File: src/rtl/int_res_mem_ctrl_pkg.sv
// Shared types and constants for the intermediate-results store controller.
// Holds address/data types, the bank geometry, the controller state encoding
// and small helpers for bank selection and read-word extraction.
package int_res_mem_ctrl_pkg;

    localparam int unsigned NUM_BANKS           = 4;
    localparam int unsigned BANK_WORDS          = 14336;
    localparam int unsigned W                   = 9;
    localparam int unsigned INT_RES_TOTAL_WORDS = NUM_BANKS * BANK_WORDS;

    typedef logic [15:0]      IntResAddr_t;
    typedef logic [13:0]      IntResBankAddr_t;
    typedef logic [W-1:0]     IntResSingle_t;
    typedef logic [2*W-1:0]   IntResDouble_t;
    typedef logic [1:0]       IntResBankSel_t;

    typedef enum logic {
        SINGLE_WIDTH = 1'b0,
        DOUBLE_WIDTH = 1'b1
    } DataWidth_t;

    typedef enum logic [2:0] {
        IDLE,
        ACC1,
        ACC2,
        RD_WAIT,
        ERR
    } MemCtrlState_t;

    function automatic logic [NUM_BANKS-1:0] bank_onehot(input IntResBankSel_t sel);
        logic [NUM_BANKS-1:0] oh;
        oh      = '0;
        oh[sel] = 1'b1;
        return oh;
    endfunction

    // Bank b returns its word on bank_rdata[9b+8:9b].
    function automatic IntResSingle_t bank_word(input logic [NUM_BANKS*W-1:0] rdata,
                                                input IntResBankSel_t        sel);
        return rdata[W*int'(sel) +: W];
    endfunction

endpackage

File: src/rtl/int_res_addr_decode.sv
// Flat intermediate-results address -> (bank select, bank-local address).
// Ports:
//   addr      flat word address
//   bank_sel  bank index (0..3), 0 when out of range
//   bank_addr address within the selected bank, 0 when out of range
//   in_range  addr < INT_RES_TOTAL_WORDS
module int_res_addr_decode
    import int_res_mem_ctrl_pkg::*;
(
    input  IntResAddr_t     addr,
    output IntResBankSel_t  bank_sel,
    output IntResBankAddr_t bank_addr,
    output logic            in_range
);

    localparam IntResAddr_t LIM1 = IntResAddr_t'(BANK_WORDS);
    localparam IntResAddr_t LIM2 = IntResAddr_t'(2 * BANK_WORDS);
    localparam IntResAddr_t LIM3 = IntResAddr_t'(3 * BANK_WORDS);
    localparam IntResAddr_t LIM4 = IntResAddr_t'(INT_RES_TOTAL_WORDS);

    IntResAddr_t base;

    always_comb begin
        bank_sel = '0;
        base     = '0;
        in_range = 1'b1;
        if (addr < LIM1) begin
            bank_sel = 2'd0;
            base     = '0;
        end else if (addr < LIM2) begin
            bank_sel = 2'd1;
            base     = LIM1;
        end else if (addr < LIM3) begin
            bank_sel = 2'd2;
            base     = LIM2;
        end else if (addr < LIM4) begin
            bank_sel = 2'd3;
            base     = LIM3;
        end else begin
            in_range = 1'b0;
            base     = addr;
        end
        bank_addr = IntResBankAddr_t'(addr - base);
    end

endmodule

File: src/rtl/int_res_mem_ctrl.sv
// Access controller for the intermediate-results store (4 banks x 14336 x 9b).
// Accepts one request at a time, decodes the flat address into bank/bank
// address, splits double-width accesses into two word accesses (high half at
// addr, low half at addr+1) and returns read data via a one-cycle strobe.
// Ports:
//   req_*      request handshake (valid/ready), direction, width, address, data
//   rsp_valid  one-cycle read-data strobe, rsp_rdata the 18-bit read data
//   addr_err   one-cycle pulse for an out-of-range request
//   bank_*     registered SRAM bank interface; bank_rdata valid 1 cycle after bank_en
module int_res_mem_ctrl
    import int_res_mem_ctrl_pkg::*;
(
    input  logic        clk,
    input  logic        rst,
    input  logic        req_valid,
    output logic        req_ready,
    input  logic        req_write,
    input  logic        req_width,
    input  logic [15:0] req_addr,
    input  logic [17:0] req_wdata,
    output logic        rsp_valid,
    output logic [17:0] rsp_rdata,
    output logic        addr_err,
    output logic [3:0]  bank_en,
    output logic        bank_we,
    output logic [13:0] bank_addr,
    output logic [8:0]  bank_wdata,
    input  logic [35:0] bank_rdata
);

    MemCtrlState_t   state;
    logic            is_dbl;
    logic            is_wr;
    IntResBankSel_t  sel_hi;
    IntResBankSel_t  sel_lo;
    IntResBankAddr_t addr_lo;
    IntResSingle_t   wdata_lo;
    IntResSingle_t   rdata_hi;

    IntResAddr_t     addr_next;
    IntResBankSel_t  dec0_sel, dec1_sel;
    IntResBankAddr_t dec0_addr, dec1_addr;
    logic            dec0_ok, dec1_ok;
    logic            req_dbl;
    logic            req_ok;
    IntResSingle_t   rword;

    assign addr_next = req_addr + IntResAddr_t'(1);

    int_res_addr_decode u_dec_first (
        .addr      (req_addr),
        .bank_sel  (dec0_sel),
        .bank_addr (dec0_addr),
        .in_range  (dec0_ok)
    );

    int_res_addr_decode u_dec_second (
        .addr      (addr_next),
        .bank_sel  (dec1_sel),
        .bank_addr (dec1_addr),
        .in_range  (dec1_ok)
    );

    assign req_dbl = (req_width == DOUBLE_WIDTH);
    // addr+1 wraps to 0 at 65535, but then the first word is already out of range.
    assign req_ok  = dec0_ok & (~req_dbl | dec1_ok);
    // Final word comes from the second bank on a double read, else the only one.
    assign rword   = bank_word(bank_rdata, is_dbl ? sel_lo : sel_hi);

    always_ff @(posedge clk or posedge rst) begin
        if (rst) begin
            state      <= IDLE;
            req_ready  <= 1'b1;
            rsp_valid  <= 1'b0;
            rsp_rdata  <= '0;
            addr_err   <= 1'b0;
            bank_en    <= '0;
            bank_we    <= 1'b0;
            bank_addr  <= '0;
            bank_wdata <= '0;
            is_dbl     <= 1'b0;
            is_wr      <= 1'b0;
            sel_hi     <= '0;
            sel_lo     <= '0;
            addr_lo    <= '0;
            wdata_lo   <= '0;
            rdata_hi   <= '0;
        end else begin
            rsp_valid <= 1'b0;
            addr_err  <= 1'b0;
            bank_en   <= '0;
            bank_we   <= 1'b0;
            case (state)
                IDLE: begin
                    if (req_valid) begin
                        req_ready <= 1'b0;
                        is_dbl    <= req_dbl;
                        is_wr     <= req_write;
                        sel_hi    <= dec0_sel;
                        sel_lo    <= dec1_sel;
                        addr_lo   <= dec1_addr;
                        wdata_lo  <= req_wdata[8:0];
                        if (req_ok) begin
                            state      <= ACC1;
                            bank_en    <= bank_onehot(dec0_sel);
                            bank_we    <= req_write;
                            bank_addr  <= dec0_addr;
                            bank_wdata <= req_dbl ? req_wdata[17:9] : req_wdata[8:0];
                        end else begin
                            state    <= ERR;
                            addr_err <= 1'b1;
                        end
                    end
                end
                ACC1: begin
                    if (is_dbl) begin
                        state      <= ACC2;
                        bank_en    <= bank_onehot(sel_lo);
                        bank_we    <= is_wr;
                        bank_addr  <= addr_lo;
                        bank_wdata <= wdata_lo;
                    end else if (!is_wr) begin
                        state <= RD_WAIT;
                    end else begin
                        state     <= IDLE;
                        req_ready <= 1'b1;
                    end
                end
                ACC2: begin
                    if (!is_wr) begin
                        rdata_hi <= bank_word(bank_rdata, sel_hi);
                        state    <= RD_WAIT;
                    end else begin
                        state     <= IDLE;
                        req_ready <= 1'b1;
                    end
                end
                RD_WAIT: begin
                    rsp_valid <= 1'b1;
                    rsp_rdata <= is_dbl ? {rdata_hi, rword} : {{W{rword[W-1]}}, rword};
                    state     <= IDLE;
                    req_ready <= 1'b1;
                end
                ERR: begin
                    rsp_valid <= ~is_wr;
                    rsp_rdata <= '0;
                    state     <= IDLE;
                    req_ready <= 1'b1;
                end
                default: begin
                    state     <= IDLE;
                    req_ready <= 1'b1;
                end
            endcase
        end
    end

endmodule

File: config.mk
export PLATFORM = sky130hd
export DESIGN_NAME = int_res_mem_ctrl
export DESIGN_NICKNAME = d
export VERILOG_FILES = /design/src/rtl/int_res_mem_ctrl_pkg.sv /design/src/rtl/int_res_addr_decode.sv /design/src/rtl/int_res_mem_ctrl.sv
export SDC_FILE = /design/constraint.sdc
export NUM_CORES = 1
export LEC_CHECK = 0
export CAP_MARGIN = 20
export CORE_ASPECT_RATIO = 1.2
export CORE_MARGIN = 5
export CORE_UTILIZATION = 52
export DETAILED_ROUTE_END_ITERATION = 7
export PLACE_DENSITY_LB_ADDON = 0.1
export SYNTH_ARGS = -nofsm -noshare
export SYNTH_HDL_FRONTEND = slang
export SYNTH_SLANG_ARGS = --single-unit
File: constraint.sdc
create_clock -name clk -period 4.2 [get_ports clk]
set_input_delay 0.84 -clock clk [delete_from_list [all_inputs] [get_ports clk]]
set_output_delay 0.84 -clock clk [all_outputs]
set_load 0.005 [all_outputs]
==> Word level (Yosys, flattened, before mapping) <==
Index checks and enable logic that the tools add are counted.
{ "word_totals": {"regBits": 90, "in_bits": 75, "elab_cells": 117} }
{ "classes": {"add_sub_neg": 3, "multipliers": 2, "order_cmp": 12, "n_eq_ne": 8, "shift": 2, "mux": 61, "n_bitwise": 4, "reduce_logical": 9} }
{ "ops": {"columns": ["operator", "n"], "rows": [
  ["$mux 14", 11],
  ["$shiftx 36x7->9", 2],
  ["$lt 16x16->1 const B", 4],
  ["$mux 9", 4],
  ["$pmux 18 s2", 1],
  ["$lt 16x14->1 const B", 2],
  ["$lt 16x15->1 const B", 2],
  ["$pmux 14 s2", 1],
  ["$sub 14x14->14", 2],
  ["$mux 2", 11],
  ["$mux 1", 19],
  ["$mux 18", 1],
  ["$pmux 9 s2", 1],
  ["$add 16x1->16 const B", 1],
  ["$mul 4x2->6 const A", 2],
  ["$mux 4", 3],
  ["$pmux 3 s3", 1],
  ["$ne 2x2->1 const B", 4],
  ["$pmux 4 s2", 1],
  ["$eq 3x2->1 const B", 2],
  ["$lt 2x3->1 const B", 2],
  ["$mux 3", 2],
  ["$reduce_and 2->1", 3],
  ["$demux 1 s2", 2],
  ["12 further kinds", 17]
]} }

==> Longest topological paths before layout <==
{ "logic_depth": {"word_depth": 12, "ltp_mapped": 15, "mapped_depth_nobuf": 15} }

==> Cells and area by module <==
Synthesis repeated with hierarchy kept, for this count alone.
{ "unflattened": {"hier_cells": 624, "area_unflattened_um2": 6329.8} }
{ "modules_own_cells": {"columns": ["module", "instances", "cells_per_inst", "area_each_um2", "seq_area_each_um2"], "rows": [
  ["int_res_mem_ctrl", 1, 374, 4693.3, 2253.4],
  ["int_res_addr_decode (u_dec_first)", 1, 126, 820.8, 0.0],
  ["int_res_addr_decode (u_dec_second)", 1, 124, 815.8, 0.0]
]} }

==> Worst setup path before layout <==
Ideal clock, no wire load.
{ "synth_timing": {"path_kind": "in2reg", "from": "input req_addr[0]", "to": "register addr_lo[13]", "setup_ps": 134, "arrival_time_ps": 4007, "required_ps": 4066, "path_slack_ps": 59, "cell_stages": 14, "n_path_buf": 0, "cell_sequence": "ha_1 -> and4_1 -> and4b_2 -> xnor2_1 -> nor3_2 -> nand2_1 -> ha_1 -> a21oi_1 -> inv_1 -> o41ai_1 -> o211ai_1 -> a31oi_1 -> xor2_1 -> o21ai_0"} }
{ "synth_via": {"elab_chain_len": 7} }
{ "synth_rtl": {"columns": ["item", "line_no", "text"], "rows": [
  ["start: declaration", "int_res_mem_ctrl.sv:19", "input logic [15:0] req_addr,"],
  ["$add 16x1->16 *", "int_res_mem_ctrl.sv:48", "assign addr_next = req_addr + IntResAddr_t'(1);"],
  ["$lt 16x16->1", "int_res_addr_decode.sv:36", "end else if (addr < LIM4) begin"],
  ["$mux 14", "int_res_addr_decode.sv:36", null],
  ["$mux 14", "int_res_addr_decode.sv:33", "end else if (addr < LIM3) begin"],
  ["$mux 14", "int_res_addr_decode.sv:30", "end else if (addr < LIM2) begin"],
  ["$mux 14", "int_res_addr_decode.sv:27", "if (addr < LIM1) begin"],
  ["$sub 14x14->14 *", "int_res_addr_decode.sv:43", "bank_addr = IntResBankAddr_t'(addr - base);"],
  ["end signal: assignment", "int_res_mem_ctrl.sv:101", "addr_lo <= dec1_addr;"],
  ["end: declaration", "int_res_mem_ctrl.sv:36", "IntResBankAddr_t addr_lo;"]
]} }
Mark *: on every way between the ends. The rest lies on a longest branch, timed or not.
A chain may end at the register's enable or synchronous reset.

==> Final worst setup path <==
{ "layout_timing": {"from": "input req_addr[0]", "to": "register addr_lo[12]"} }
Same word-level chain as after synthesis.

==> metrics <==
status=complete, no violations; Detailed Route Iter0 Violations=271; ys async rst share=1.00; number of port buffers=123; DRT Wirelength=16,400 um; sequential-to-total area share from yosys stat=0.373; Crit. Startpoint=req_addr[0]; detailed-placement wirelength estimate=about 13,000 um; max_slew headroom=0.350; WL/cell=between 15 and 20 um; Layout area overhead=32.4%; largest net degree at the start of global routing=between 50 and 60; Cell Area, Synth=6040 um^2; largest cells by area after synthesis=dfrtp_1, nand2_1, mux4_2; Starting Density=0.527; shortest period the worst path allows=between 4 and 5 ns; Post-Synth Adder-Cell Area=0.0659; Via density=5.64; reg2reg start=is_dbl; GR Overflow Total=0; Top Ports=124; RSZ-0062 raised after global routing=false; ys flop type=dfrtp_1; Die Wd=108 um; number of flops mapped to enable cells by yosys=0; Post-Synth Simple-Gate Area=0.198; final hold violations=0; # setup viols final=0; CTS buffer count=9; top fanout value on the critical path=4; # Max-Cap Violations=0; area of the multi-input gates=3590 um^2; Cells after Synth=~670; main combinational cell family by area after synthesis=simple AND/OR/NAND/NOR gates; DP Cell Count=a little under 1,000; worst slew pin tran=0.972 ns; register-to-register setup slack=1.54 ns; die area=13,900 um^2; # H-tree levels=3; VDD IR max=approximately 0.00025 V; total number of vias=5,557; clock latency on the worst-skew pair=0.34 ns; first-pass GRT wire length=26,500 um; Critical Path Start Type=primary input; fill count=929; # DRC=0; clock buffer depth=2; number of diodes=0; min-delay src=wdata_lo[3]; gr usage total=0.242; WHS Endpoint=wdata_lo[3]; FF-to-FF path depth=5; CTS Root Cell=clkbuf_16; Setup Fix Bufs, Post-CTS=0; CTS tree=yes; kind of critical path=in2reg; WP data arrival=4.23 ns; PD cells=553 nW/um^2; Mean Syn Cell Area=8.98 um^2; vias in the first global route=5,572; Tcrit/Tclk final=0.962; Worst EP required=4.39 ns; syn_nets=777; most frequent cells in the layout=nand2_1, clkdlybuf4s50_1, dfrtp_1; fraction of layout cells with a size suffix above 1=0.135; fin worst setup slack=0.160 ns; Reg clk slew, reported paths=around 0.060 ns; Synth Area in XOR/XNOR=0.0532; FF+latch area=2250 um^2; num rows=43; Post-Layout Cell Count=roughly 990; clk sinks=90; dominant cell type by area after synthesis=dfrtp_1; Final #Nets=928; Min-Delay Path Depth=2; Worst Hold Class=reg2reg; gpl congestion=0.948; Setup Skew=0.00611 ns; mux cell area share after synthesis=0.103; Hold WS=0.476 ns; Worst Setup End Kind=flip-flop; area of the core=11,500 um^2; synth warn=0; Antenna Violating Nets Remaining=0; top cell type's share of synthesized area=0.369; R2R Path End=rsp_rdata[17]; maximum clock rate=around 0.25 GHz; Leak=0.00341 uW; Die Y-Extent=128 um; Place WS=-0.191 ns; Final Max Tran Viols=0; Compound-Gate Fraction of Synth Area=0.172; Fin Setup TNS=0 ns; post-synth cell types=62; post-synthesis register bit count=90; DRT Pass-1 Iters=5; initial antenna violation count=0; most common cell after layout, fill and taps aside=nand2_1
-- through the flow --
stage	power (uW)	utilization	cell area, um^2
after detailed placement	3690	0.672	7700
final	4420	0.698	8000
after CTS	4460	0.698	7990
after global routing	4750	0.698	8000
after global placement	3590	0.672	7700
after floorplan	2770	-	6040
-- worst max path at each step --
stage / end / slack [ns]
final: addr_lo[12] / 0.16
after global routing: addr_lo[13] / 0.02
after CTS: addr_lo[12] / 0.18
after detailed placement: addr_lo[12] / -0.19
after global placement: addr_lo[12] / -0.04
after floorplan: addr_lo[13] / 0.06
-- synth_stat cells (all sizes together) (2+ instances only) --
cell    instances
mux4           18
nand2b         10
a21o            2
clkbuf         23
nand3          10
o21a            7
and4            2
a31oi           7
nor4            2
nor2           61
mux2i          11
xnor2          23
o32ai           2
and3            4
a21oi          38
o31ai           9
fa              2
a32o            2
nor2b          14
o21ai          65
and2            6
mux2            9
o22ai           2
or3             3
a21boi          3
dfrtp          89
a211oi         13
nor3b           2
nand4           7
o21bai          4
inv            14
a22oi           6
nor3            8
nand2         129
buf            11
maj3            2
ha             27
xor2           12
nand3b          2
-- cell type report --
class                      instances  area share
clock buffer                      11      0.0316
clock inverter                     5     0.00469
inverter                          15     0.00719
multi-input combinational        534       0.449
sequential                        90       0.282
tap                              157      0.0246
timing repair buffer             174       0.202
-- state kept, by name, summed over array words and instances (netlist names) --
name / count
sel_lo: 2
is_dbl: 1
addr_lo: 14
rdata_hi: 9
bank_en: 4
wdata_lo: 9
rsp_valid: 1
req_ready: 1
bank_wdata: 9
is_wr: 1
bank_we: 1
sel_hi: 2
addr_err: 1
bank_addr: 14
state: 3
rsp_rdata: 18
-- where the power goes --
group	internal, uW	total [uW]	switching [uW]
registers	1270	1610	336
clock network	435	762	327
logic	1090	2050	957
total	2800	4420	1620
-- logic make-up (layout without fill, tap and decap cells) --
| kind of cell | count (synthesis) | after routing |
|---|---|---|
| compound gates | 167 | 167 |
| mux | 38 | 38 |
| flops | 90 | 90 |
| simple gates | 263 | 263 |
| fa+ha+maj | 31 | 31 |
| xor+xnor | 35 | 35 |
| buf+inv | 49 | 205 |
-- worst max-delay path, stage by stage --
cell and delay [ns]:
clkdlybuf4s50_1 0.43, ha_1 0.22, and4_1 0.21, and4b_2 0.26, xnor2_1 0.25, nor3_2 0.10, buf_4 0.16, nand2_1 0.09
inv_1 0.07, fa_1 0.41, nor2b_1 0.14, o21ai_0 0.10, a21boi_0 0.35, o31ai_1 0.16, a31oi_1 0.23, xnor2_1 0.13
o21ai_0 0.08
-- metal layers --
metal | wire, um | share of wire | track usage
met4 | 596 | 0.036 | 0.114
met5 | 0 | 0 | 0
met1 | 6520 | 0.40 | 0.272
met3 | 748 | 0.046 | 0.0353
met2 | 8530 | 0.52 | 0.442
-- what timing repair did --
action / 4_1_cts / 5_1_grt
gates resized for setup: 0 / 1
hold buffers: 0 / 0
hold endpoints to repair: 0 / 0
setup endpoints to repair: 0 / 2
(Power assumes the default switching activity.)
